**config.mk**
```make
export PLATFORM = sky130hd
export DESIGN_NAME = operand_fetch_flat
export DESIGN_NICKNAME = d
export VERILOG_FILES = /design/src/rtl/operand_fetch_pkg.sv /design/src/rtl/operand_fetch_if.sv /design/src/rtl/operand_fetch_reg_scoreboard.sv /design/src/rtl/operand_fetch.sv /design/src/flat_wrapper.sv
export SDC_FILE = /design/constraint.sdc
export NUM_CORES = 1
export LEC_CHECK = 0
export CORE_MARGIN = 2
export CORE_UTILIZATION = 57
export CTS_CLUSTER_DIAMETER = 60
export DETAILED_ROUTE_END_ITERATION = 6
export DONT_BUFFER_PORTS = 1
export GPL_ROUTABILITY_DRIVEN = 0
export PLACE_DENSITY = 0.75
export RECOVER_POWER = 100
export SLEW_MARGIN = 20
export SYNTH_ARGS = -nofsm -noshare
export SYNTH_HDL_FRONTEND = slang
export SYNTH_SLANG_ARGS = --single-unit
export TNS_END_PERCENT = 10
```
**constraint.sdc**
```tcl
create_clock -name clk -period 2.85 [get_ports clk]
set_input_delay 0.4275 -clock clk [delete_from_list [all_inputs] [get_ports clk]]
set_output_delay 0.4275 -clock clk [all_outputs]
set_load 0.005 [all_outputs]
```
**src/rtl/operand_fetch_pkg.sv**
```systemverilog
// Shared widths, operand-bundle type and register-address decode for the
// operand fetch stage and its scoreboard.
package operand_fetch_pkg;

  localparam int unsigned DATA_WIDTH = 16;
  localparam int unsigned ADDR_WIDTH = 3;
  localparam int unsigned NUM_REGS   = 1 << ADDR_WIDTH;

  typedef logic [DATA_WIDTH-1:0] data_t;
  typedef logic [ADDR_WIDTH-1:0] addr_t;
  typedef logic [NUM_REGS-1:0]   reg_mask_t;

  typedef struct packed {
    data_t op1;
    data_t op2;
    addr_t dest;
    logic  wr;
  } operand_bundle_t;

  // Same one-hot decode the register file uses for its write demux.
  function automatic reg_mask_t addr_to_mask(input addr_t add);
    reg_mask_t mask;
    mask      = '0;
    mask[add] = 1'b1;
    return mask;
  endfunction

endpackage

```
**src/rtl/operand_fetch_if.sv**
```systemverilog
// Decode/register-file/write-back/execute signals seen by operand_fetch.
// master is the surrounding pipeline, slave is operand_fetch itself.
interface operand_fetch_if;
  import operand_fetch_pkg::*;

  logic  in_valid;
  logic  in_ready;
  addr_t in_src1;
  addr_t in_src2;
  logic  in_use1;
  logic  in_use2;
  addr_t in_dest;
  logic  in_wr;

  addr_t readAdd1;
  addr_t readAdd2;
  data_t rf_out1;
  data_t rf_out2;

  logic  wb_write;
  addr_t wb_add;
  data_t wb_data;

  logic  out_valid;
  logic  out_ready;
  data_t out_op1;
  data_t out_op2;
  addr_t out_dest;
  logic  out_wr;

  modport master (
    output in_valid, in_src1, in_src2, in_use1, in_use2, in_dest, in_wr,
    output rf_out1, rf_out2, wb_write, wb_add, wb_data, out_ready,
    input  in_ready, readAdd1, readAdd2,
    input  out_valid, out_op1, out_op2, out_dest, out_wr
  );

  modport slave (
    input  in_valid, in_src1, in_src2, in_use1, in_use2, in_dest, in_wr,
    input  rf_out1, rf_out2, wb_write, wb_add, wb_data, out_ready,
    output in_ready, readAdd1, readAdd2,
    output out_valid, out_op1, out_op2, out_dest, out_wr
  );

endinterface

```
**src/rtl/operand_fetch_reg_scoreboard.sv**
```systemverilog
// Pending-write scoreboard: one bit per register with an in-flight writer.
// busy already reflects a write-back retiring in the current cycle.
module reg_scoreboard #(
  parameter int unsigned NUM_REGS   = operand_fetch_pkg::NUM_REGS,
  parameter int unsigned ADDR_WIDTH = operand_fetch_pkg::ADDR_WIDTH
) (
  input  logic                  clk,
  input  logic                  reset,
  input  logic                  set_en,
  input  logic [ADDR_WIDTH-1:0] set_add,
  input  logic                  clr_en,
  input  logic [ADDR_WIDTH-1:0] clr_add,
  output logic [NUM_REGS-1:0]   busy
);

  logic [NUM_REGS-1:0] pending;
  logic [NUM_REGS-1:0] set_mask;
  logic [NUM_REGS-1:0] clr_mask;

  always_comb begin
    set_mask = '0;
    clr_mask = '0;
    if (set_en) set_mask = operand_fetch_pkg::addr_to_mask(set_add);
    if (clr_en) clr_mask = operand_fetch_pkg::addr_to_mask(clr_add);
  end

  assign busy = pending & ~clr_mask;

  // Set applied after clear: a newly issued writer outranks the retiring one.
  always_ff @(posedge clk) begin
    if (reset) pending <= '0;
    else       pending <= (pending & ~clr_mask) | set_mask;
  end

endmodule

```
**src/rtl/operand_fetch.sv**
```systemverilog
// Operand fetch: register-file read with write-back bypass, RAW/WAW hazard
// stall via scoreboard, registered operand bundle and saturating stall count.
module operand_fetch #(
  parameter int unsigned DATA_WIDTH      = operand_fetch_pkg::DATA_WIDTH,
  parameter int unsigned ADDR_WIDTH      = operand_fetch_pkg::ADDR_WIDTH,
  parameter int unsigned NUM_REGS        = operand_fetch_pkg::NUM_REGS,
  parameter int unsigned STALL_CNT_WIDTH = 16
) (
  input  logic                       clk,
  input  logic                       reset,
  operand_fetch_if.slave             bus,
  output logic [STALL_CNT_WIDTH-1:0] stall_count
);

  logic [NUM_REGS-1:0]   busy;
  logic                  hazard;
  logic                  accept;
  logic [DATA_WIDTH-1:0] op1_sel;
  logic [DATA_WIDTH-1:0] op2_sel;
  logic                  out_valid_q;

  operand_fetch_pkg::operand_bundle_t bundle_q;

  assign bus.readAdd1 = bus.in_src1;
  assign bus.readAdd2 = bus.in_src2;

  assign hazard = (bus.in_use1 && busy[bus.in_src1]) ||
                  (bus.in_use2 && busy[bus.in_src2]) ||
                  (bus.in_wr   && busy[bus.in_dest]);

  assign bus.in_ready = !reset && (!out_valid_q || bus.out_ready) && !hazard;
  assign accept       = bus.in_valid && bus.in_ready;

  // The file only updates at the edge, so a same-cycle write-back is forwarded.
  assign op1_sel = (bus.wb_write && bus.wb_add == bus.in_src1) ? bus.wb_data : bus.rf_out1;
  assign op2_sel = (bus.wb_write && bus.wb_add == bus.in_src2) ? bus.wb_data : bus.rf_out2;

  reg_scoreboard #(
    .NUM_REGS  (NUM_REGS),
    .ADDR_WIDTH(ADDR_WIDTH)
  ) u_scoreboard (
    .clk    (clk),
    .reset  (reset),
    .set_en (accept && bus.in_wr),
    .set_add(bus.in_dest),
    .clr_en (bus.wb_write),
    .clr_add(bus.wb_add),
    .busy   (busy)
  );

  always_ff @(posedge clk) begin
    if (reset) begin
      out_valid_q <= 1'b0;
      bundle_q    <= '0;
    end else if (accept) begin
      out_valid_q   <= 1'b1;
      bundle_q.op1  <= op1_sel;
      bundle_q.op2  <= op2_sel;
      bundle_q.dest <= bus.in_dest;
      bundle_q.wr   <= bus.in_wr;
    end else if (bus.out_ready) begin
      out_valid_q <= 1'b0;
    end
  end

  always_ff @(posedge clk) begin
    if (reset)                                          stall_count <= '0;
    else if (bus.in_valid && hazard && stall_count != '1) stall_count <= stall_count + 1'b1;
  end

  assign bus.out_valid = out_valid_q;
  assign bus.out_op1   = bundle_q.op1;
  assign bus.out_op2   = bundle_q.op2;
  assign bus.out_dest  = bundle_q.dest;
  assign bus.out_wr    = bundle_q.wr;

endmodule

```
**src/flat_wrapper.sv**
```systemverilog
// flat-port wrapper written by rule: the top's interface ports become plain ports
module operand_fetch_flat 
#(
  parameter int unsigned DATA_WIDTH      = operand_fetch_pkg::DATA_WIDTH,
  parameter int unsigned ADDR_WIDTH      = operand_fetch_pkg::ADDR_WIDTH,
  parameter int unsigned NUM_REGS        = operand_fetch_pkg::NUM_REGS,
  parameter int unsigned STALL_CNT_WIDTH = 16
)
  (clk, reset, stall_count, bus_in_valid, bus_in_src1, bus_in_src2, bus_in_use1, bus_in_use2, bus_in_dest, bus_in_wr, bus_rf_out1, bus_rf_out2, bus_wb_write, bus_wb_add, bus_wb_data, bus_out_ready, bus_in_ready, bus_readAdd1, bus_readAdd2, bus_out_valid, bus_out_op1, bus_out_op2, bus_out_dest, bus_out_wr);
  operand_fetch_if bus_i ();
  input  logic clk;
  input  logic reset;
  output logic [STALL_CNT_WIDTH-1:0] stall_count;
  input wire logic [$bits(bus_i.in_valid)-1:0] bus_in_valid;
  input wire logic [$bits(bus_i.in_src1)-1:0] bus_in_src1;
  input wire logic [$bits(bus_i.in_src2)-1:0] bus_in_src2;
  input wire logic [$bits(bus_i.in_use1)-1:0] bus_in_use1;
  input wire logic [$bits(bus_i.in_use2)-1:0] bus_in_use2;
  input wire logic [$bits(bus_i.in_dest)-1:0] bus_in_dest;
  input wire logic [$bits(bus_i.in_wr)-1:0] bus_in_wr;
  input wire logic [$bits(bus_i.rf_out1)-1:0] bus_rf_out1;
  input wire logic [$bits(bus_i.rf_out2)-1:0] bus_rf_out2;
  input wire logic [$bits(bus_i.wb_write)-1:0] bus_wb_write;
  input wire logic [$bits(bus_i.wb_add)-1:0] bus_wb_add;
  input wire logic [$bits(bus_i.wb_data)-1:0] bus_wb_data;
  input wire logic [$bits(bus_i.out_ready)-1:0] bus_out_ready;
  output wire logic [$bits(bus_i.in_ready)-1:0] bus_in_ready;
  output wire logic [$bits(bus_i.readAdd1)-1:0] bus_readAdd1;
  output wire logic [$bits(bus_i.readAdd2)-1:0] bus_readAdd2;
  output wire logic [$bits(bus_i.out_valid)-1:0] bus_out_valid;
  output wire logic [$bits(bus_i.out_op1)-1:0] bus_out_op1;
  output wire logic [$bits(bus_i.out_op2)-1:0] bus_out_op2;
  output wire logic [$bits(bus_i.out_dest)-1:0] bus_out_dest;
  output wire logic [$bits(bus_i.out_wr)-1:0] bus_out_wr;
  assign bus_i.in_valid = bus_in_valid;
  assign bus_i.in_src1 = bus_in_src1;
  assign bus_i.in_src2 = bus_in_src2;
  assign bus_i.in_use1 = bus_in_use1;
  assign bus_i.in_use2 = bus_in_use2;
  assign bus_i.in_dest = bus_in_dest;
  assign bus_i.in_wr = bus_in_wr;
  assign bus_i.rf_out1 = bus_rf_out1;
  assign bus_i.rf_out2 = bus_rf_out2;
  assign bus_i.wb_write = bus_wb_write;
  assign bus_i.wb_add = bus_wb_add;
  assign bus_i.wb_data = bus_wb_data;
  assign bus_i.out_ready = bus_out_ready;
  assign bus_in_ready = bus_i.in_ready;
  assign bus_readAdd1 = bus_i.readAdd1;
  assign bus_readAdd2 = bus_i.readAdd2;
  assign bus_out_valid = bus_i.out_valid;
  assign bus_out_op1 = bus_i.out_op1;
  assign bus_out_op2 = bus_i.out_op2;
  assign bus_out_dest = bus_i.out_dest;
  assign bus_out_wr = bus_i.out_wr;
  operand_fetch #(.DATA_WIDTH(DATA_WIDTH), .ADDR_WIDTH(ADDR_WIDTH), .NUM_REGS(NUM_REGS), .STALL_CNT_WIDTH(STALL_CNT_WIDTH)) u_core (.clk(clk), .reset(reset), .bus(bus_i), .stall_count(stall_count));
endmodule
```
# After elaboration in Yosys (flattened, before gate mapping)
# Cells that the tools add are included.
# word_totals
ff_bits	61
input_bits	68
# classes
n_addsub	1
n_lt_le_gt_ge	6
eq_ne	3
muxes	16
n_bitwise	3
reduce_logical	20
# ops
operator	count
16-bit 2-to-1 mux	2
16-bit by 1-bit adder with 16-bit output (second input constant)	1
3-bit by 4-bit < comparator with 1-bit output (second input constant)	4
8-bit 2-to-1 mux	2
16-bit inequality test (second input constant)	1
1-bit logical AND	13
1-bit binary-select mux with 3-bit select	3
8-bit bitwise AND	1
8-bit NOT	1
8-bit OR	1
1-bit 2-to-1 mux	7
1-bit demux with 3-bit select	2
3-bit == test	2
3-bit by 1-bit >= comparator with 1-bit output (second input constant)	2
1-bit zero test	3
1-bit logical OR	3
2-bit nonzero test	1

# Logic depth before layout (Yosys ltp)
# depth
depth_word	18
ltp_mapped	10
depth_no_buf	7

# Modules after synthesis
# Synthesis repeated with hierarchy kept, for this count alone.
# hier_totals
cells_unflattened	362
area_unflattened_um2	3429.5
# by_module_without_submodules
mod	instances	cells_each	area_each_um2
operand_fetch	1	313	2957.8
reg_scoreboard	1	49	471.7

# Worst setup path before layout
# Ideal clock, no wire load.
# synth_path
path_type	input to register
startpoint	input bus_wb_add[1]
endpoint	register u_core.stall_count[11]
arrival_ns	2.603
path_slack_ns	0.124
stages	9
n_path_buf	2
path_cell_list	buf_2 -> nor4bb_1 -> nand2b_1 -> mux4_2 -> o311ai_4 -> o311ai_4 -> buf_6 -> nor4_1 -> mux2_1
# synth_between
elab_chain_cells	14
# synth_rtl
item	line_no	rtl
start, declared	flat_wrapper.sv:24	input wire logic [$bits(bus_i.wb_add)-1:0] bus_wb_add;
3-bit by 4-bit < comparator with 1-bit output (implied by the code) or 3-bit by 1-bit >= comparator with 1-bit output (tied branches)	operand_fetch_pkg.sv:24	mask[add] = 1'b1;
1-bit logical AND (implied by the code)	operand_fetch_pkg.sv:24	
1-bit 2-to-1 mux (implied by the code)	operand_fetch_pkg.sv:24	
1-bit demux with 3-bit select *	operand_fetch_pkg.sv:24	
8-bit 2-to-1 mux *	operand_fetch_reg_scoreboard.sv:24	if (clr_en) clr_mask = operand_fetch_pkg::addr_to_mask(clr_add);
8-bit NOT *	operand_fetch_reg_scoreboard.sv:27	assign busy = pending & ~clr_mask;
8-bit bitwise AND *	operand_fetch_reg_scoreboard.sv:27	
1-bit binary-select mux with 3-bit select, on equally long branches	operand_fetch.sv:27, operand_fetch.sv:28	
1-bit 2-to-1 mux, on equally long branches	operand_fetch.sv:27, operand_fetch.sv:28	
1-bit logical AND, on equally long branches	operand_fetch.sv:27, operand_fetch.sv:28	
1-bit logical OR	operand_fetch.sv:27	assign hazard = (bus.in_use1 && busy[bus.in_src1]) ||
1-bit logical OR *	operand_fetch.sv:28	(bus.in_use2 && busy[bus.in_src2]) ||
1-bit logical AND * (2 in series)	operand_fetch.sv:68	else if (bus.in_valid && hazard && stall_count != '1) stall_count <= stall_count + 1'b1;
end signal, assigned	operand_fetch.sv:68	
end, declared	operand_fetch.sv:12	output logic [STALL_CNT_WIDTH-1:0] stall_count
# Mark *: on every way between the ends. The rest lies on a longest branch, timed or not. The select of a mux whose other input is x is not followed.
# A chain may end at the register's enable or synchronous reset.

# Worst setup path after layout
# layout_path
startpoint	register u_core.u_scoreboard.pending[1]
endpoint	register u_core.stall_count[1]
# layout_between
elab_chain_cells	8
# layout_rtl
item	line_no	rtl
start, declared	operand_fetch_reg_scoreboard.sv:16	logic [NUM_REGS-1:0] pending;
start signal, assigned	operand_fetch_reg_scoreboard.sv:32	else pending <= (pending & ~clr_mask) | set_mask;
8-bit bitwise AND *	operand_fetch_reg_scoreboard.sv:27	
1-bit binary-select mux with 3-bit select, on equally long branches	operand_fetch.sv:27, operand_fetch.sv:28	
1-bit 2-to-1 mux, on equally long branches	operand_fetch.sv:27, operand_fetch.sv:28	
1-bit logical AND, on equally long branches	operand_fetch.sv:27, operand_fetch.sv:28	
1-bit logical OR	operand_fetch.sv:27	
1-bit logical OR *	operand_fetch.sv:28	
1-bit logical AND * (2 in series)	operand_fetch.sv:68	
# Marks and branches as above.

==> impl_summary.md <==
Die
In this run the core area contains 27 standard-cell rows. In this run the vertical extent of the chip is slightly below 80 microns. Once the floorplan was initialized, standard cells occupied between 50% and 60% of the core. The total area inside the core boundary comes to approximately 0.0055 sq mm. The floorplan step set the die width to 78.9 microns. The floorplan step defined a die boundary enclosing about 0.0062 sq mm. The number of I/O pins is 128.

Setup path
The critical path data arrival time is around 2700 ps. The delay of the slowest cell on the worst path is 580 ps. The master of the slowest instance on the critical path is sky130_fd_sc_hd__o311ai_4. Broken down by cell family, the worst path's largest delay share belongs to compound AO/OA/AOI/OAI gates. The worst setup path is of the reg2reg kind. In this run the worst path has a maximum fanout of 17. The required time at the endpoint of the critical path is just over 3000 ps. The signal on the critical path passes through nor2b_1, a221oi_1, a22oi_1, and4_1, o311ai_4, clkbuf_1, mux2i_1, nor2_1. The type of origin of the critical path is a flip-flop. The category of the worst setup path capture point is a flip-flop. The worst path buffer plus inverter count is 1.

Synthesis
The post-synthesis instance total is around 350. The netlist area before placement is between 0.003 and 0.004 sq mm. The distinct cell type count of the synthesized netlist is 53. In the synthesized netlist the dominant register cell turns out to be sky130_fd_sc_hd__dfxtp_1. The fraction of synthesis flops using an asynchronous set or reset pin is 0%. The Yosys step of the flow raised 0 warnings.

The post-synthesis sequential area ratio is 38.2%. The count of flip-flops with a built-in enable after synthesis is 0. After synthesis the netlist holds a flip-flop and latch count of 61.

The post-synthesis net count is ~420. The post-synthesis average cell area is ~9 sq um.

Clock network
The longest clock path from root to sink contains 2 buffers. The number of post-CTS setup repair buffers is 0. The number of clock sinks is between 60 and 70. The post-cts hold buffer count is 0. The tree is rooted in a sky130_fd_sc_hd__clkbuf_8.

Once the clock tree was built, the resizer swapped 0 gates to a different size. Clock-pin slew was measured on the worst setup and hold paths at approximately 60 ps. The level count of the clock H-tree is 3.

TritonCTS created 9 clock buffers. The clock reaches the later pin of the worst-skew pair after 330 ps. TritonCTS built the clock tree.

Timing
The worst-margin pin slew is between 600 and 700 ps. The final hold violation count is 0. The worst path needs roughly 2500 ps of the cycle, external delays included. The worst path uses between 80 and 90% of the clock period. The worst max-slew margin expressed relative to the limit is approximately 56%. The final setup violation count is 0. The max-slew violation count was 0. The final sum of negative setup slack is 0 ps. The largest clock skew in the final design is roughly 9.6 ps.

Setup repair after global routing left no endpoint under its margin. The top achievable clock speed is between 400 and 500 MHz.

Power and ir drop
In this run the power density over the cells is ~570 mW/mm^2. The peak ir drop on the vdd network is about 0.31 mV. Power comes to roughly 1900 uW.

The leakage power is about 0.0013 uW.

Detailed routing
After detailed routing, no signal wire sits above met4. The remaining antenna violation count after routing is 0. Summed over all layers, the routed wires come to around 7.1 mm. The detailed route wirelength on metal3 is 592 microns. In this run, the number of DRC markers left after iteration 0 of detailed routing was 88. The ratio of routed vias to standard cells is 6.16. For this block, wires on met1 add up to between 3 and 4 mm. The routed length on met2 is 3.36 mm. In the routed design, unresolved DRC markers number 0. The final route contains between 2000 and 3000 vias.

The wire length per cell after detailed routing is between 15 and 20 microns. The number of search-and-repair iterations in the first detailed-routing pass is 4.

Cells and area
The number of antenna diodes in the final layout is 0. The net count of the finished layout is between 400 and 500. The growth of design area from synthesis to finish is 5.24%. The total of fill cells in the finished design is 517. Of the cells placed in the final design, the portion with a size suffix greater than 1 is slightly below 7%.

Global route
The initial antenna violation count is 0. For this run, the total global-route usage over all layers was measured as a little under a quarter. The pin count of the biggest net entering global routing is a little over 70.

The number of global-route vias before repair is roughly 2600. After global routing the overflow that remains totals 0. The first global-routing pass estimated 11.5 mm of wire.

Hold path
The worst hold-check path type is in2reg.

Placement
Port buffering added 0 buffers. After legalization and detailed placement, the total HPWL measured about 5.0 mm.

Run status
The run finished with clean final reports.

Flow run
Across the run, the number of max-cap violations was 0.
-- registers in the layout, indices dropped and copies added (netlist names) --
| name | cells |
|---|---|
| u_core.u_scoreboard.pending | 8 |
| u_core.bus.out_valid | 1 |
| u_core.stall_count | 16 |
| u_core.bus.out_dest | 3 |
| u_core.bus.out_wr | 1 |
| u_core.bus.out_op2 | 16 |
| u_core.bus.out_op1 | 16 |
-- final cells by class --
cell class | count | area [sq um] | share of cell area [%]
well taps | 72 | 90.1 | 2.68
flip-flops and latches | 61 | 1220 | 36.3
clock buffers | 11 | 131 | 3.90
clock inverters | 5 | 75.1 | 2.23
multi-input cells | 253 | 1770 | 52.4
repair buffers | 5 | 46.3 | 1.37
inverters | 10 | 37.5 | 1.11
-- layout by cell type (no fill, tap or decap), types with 3 or more instances in the layout --
master                     instances
sky130_fd_sc_hd__nor2_1           48
sky130_fd_sc_hd__clkinv_2          3
sky130_fd_sc_hd__or4_1             7
sky130_fd_sc_hd__nand3_1           9
sky130_fd_sc_hd__xnor2_1           7
sky130_fd_sc_hd__inv_1            10
sky130_fd_sc_hd__nand4_1           5
sky130_fd_sc_hd__o21ai_1           5
sky130_fd_sc_hd__clkbuf_1          3
sky130_fd_sc_hd__a211oi_1         32
sky130_fd_sc_hd__nor4bb_1          3
sky130_fd_sc_hd__or3_1             6
sky130_fd_sc_hd__nand2b_1          7
sky130_fd_sc_hd__mux2i_1          37
sky130_fd_sc_hd__clkbuf_8          9
sky130_fd_sc_hd__o22ai_1           8
sky130_fd_sc_hd__o31ai_1           6
sky130_fd_sc_hd__dfxtp_1          61
sky130_fd_sc_hd__nor4_1            3
sky130_fd_sc_hd__a21oi_1          15
sky130_fd_sc_hd__nand2_1          13
sky130_fd_sc_hd__buf_4             3
-- power by group --
group | leakage (uW) | switching (uW) | internal (uW) | total (uW)
Sequential | 0.000497 | 34.1 | 895 | 929
Combinational | 0.000696 | 93.1 | 85.6 | 179
Clock | 0.000107 | 327 | 489 | 816
Total | 0.00130 | 454 | 1470 | 1920
-- per-layer routing --
layer,up-vias,GRT usage (%)
met4,0,10.0
met3,9,9.77
met5,-,0
met2,111,37.3
li1,1290,-
met1,1159,27.6
-- per-stage QoR --
stage / std cells / worst slack, ps / util [%] / area (sq um) / hold WS (ps)
2_1_floorplan: 354 / 124 / - / 3200 / 469
3_3_place_gp: 401 / 198 / 58.1 / 3180 / 495
3_5_place_dp: 401 / 106 / 58.1 / 3180 / 504
4_1_cts: 417 / 394 / 61.9 / 3390 / 145
5_1_grt: 417 / 120 / 61.5 / 3370 / 134
6_report: 417 / 363 / 61.5 / 3370 / 168
-- cell families after synthesis --
kind of cell / synth area share (%)
and+or+nand+nor: 20.6
buffers and inverters: 6.18
adders and majority gates: 0.391
DFF: 38.2
xor gates and xnor gates: 2.46
muxes: 13.0
AOI/OAI and AO/OA: 19.2
-- final timing paths --
kind | end | start | slack, ps | cells past startpoint
setup reg to reg | u_core.stall_count[1] | u_core.u_scoreboard.pending[1] | 360 | 8
hold reg to reg | u_core.bus.out_op1[2] | u_core.bus.out_op1[2] | 510 | 2
hold / removal | u_core.bus.out_op2[1] | reset | 170 | 1
setup / recovery | u_core.stall_count[1] | u_core.u_scoreboard.pending[1] | 360 | 8
-- cells in the mapped netlist (all sizes together) (3+ instances only) --
library cell	count	area, sq um
nand3	9	45.0
nor4	3	33.8
mux2i	37	370
o31ai	6	45.0
o22ai	8	50.1
nor2	48	180
buf	14	100
o311ai	3	61.3
nand2	13	48.8
o21ai	7	35.0
nand2b	7	43.8
nor4bb	3	30.0
or4	7	52.6
dfxtp	61	1220
inv	10	37.5
clkbuf	16	60.1
or3	6	37.5
nand4	5	31.3
xnor2	7	61.3
a211oi	32	240
a21oi	15	75.1
or2	3	18.8
-- worst reg2reg max path, delay by kind of cell (launching register included) --
family,cells,cell delay [ps]
AOI/OAI and AO/OA,3,1020
buffers and inverters,1,360
DFF,1,320
muxes,1,220
and+or+nand+nor,3,470
Note: power is estimated with default switching activity, not from simulation.
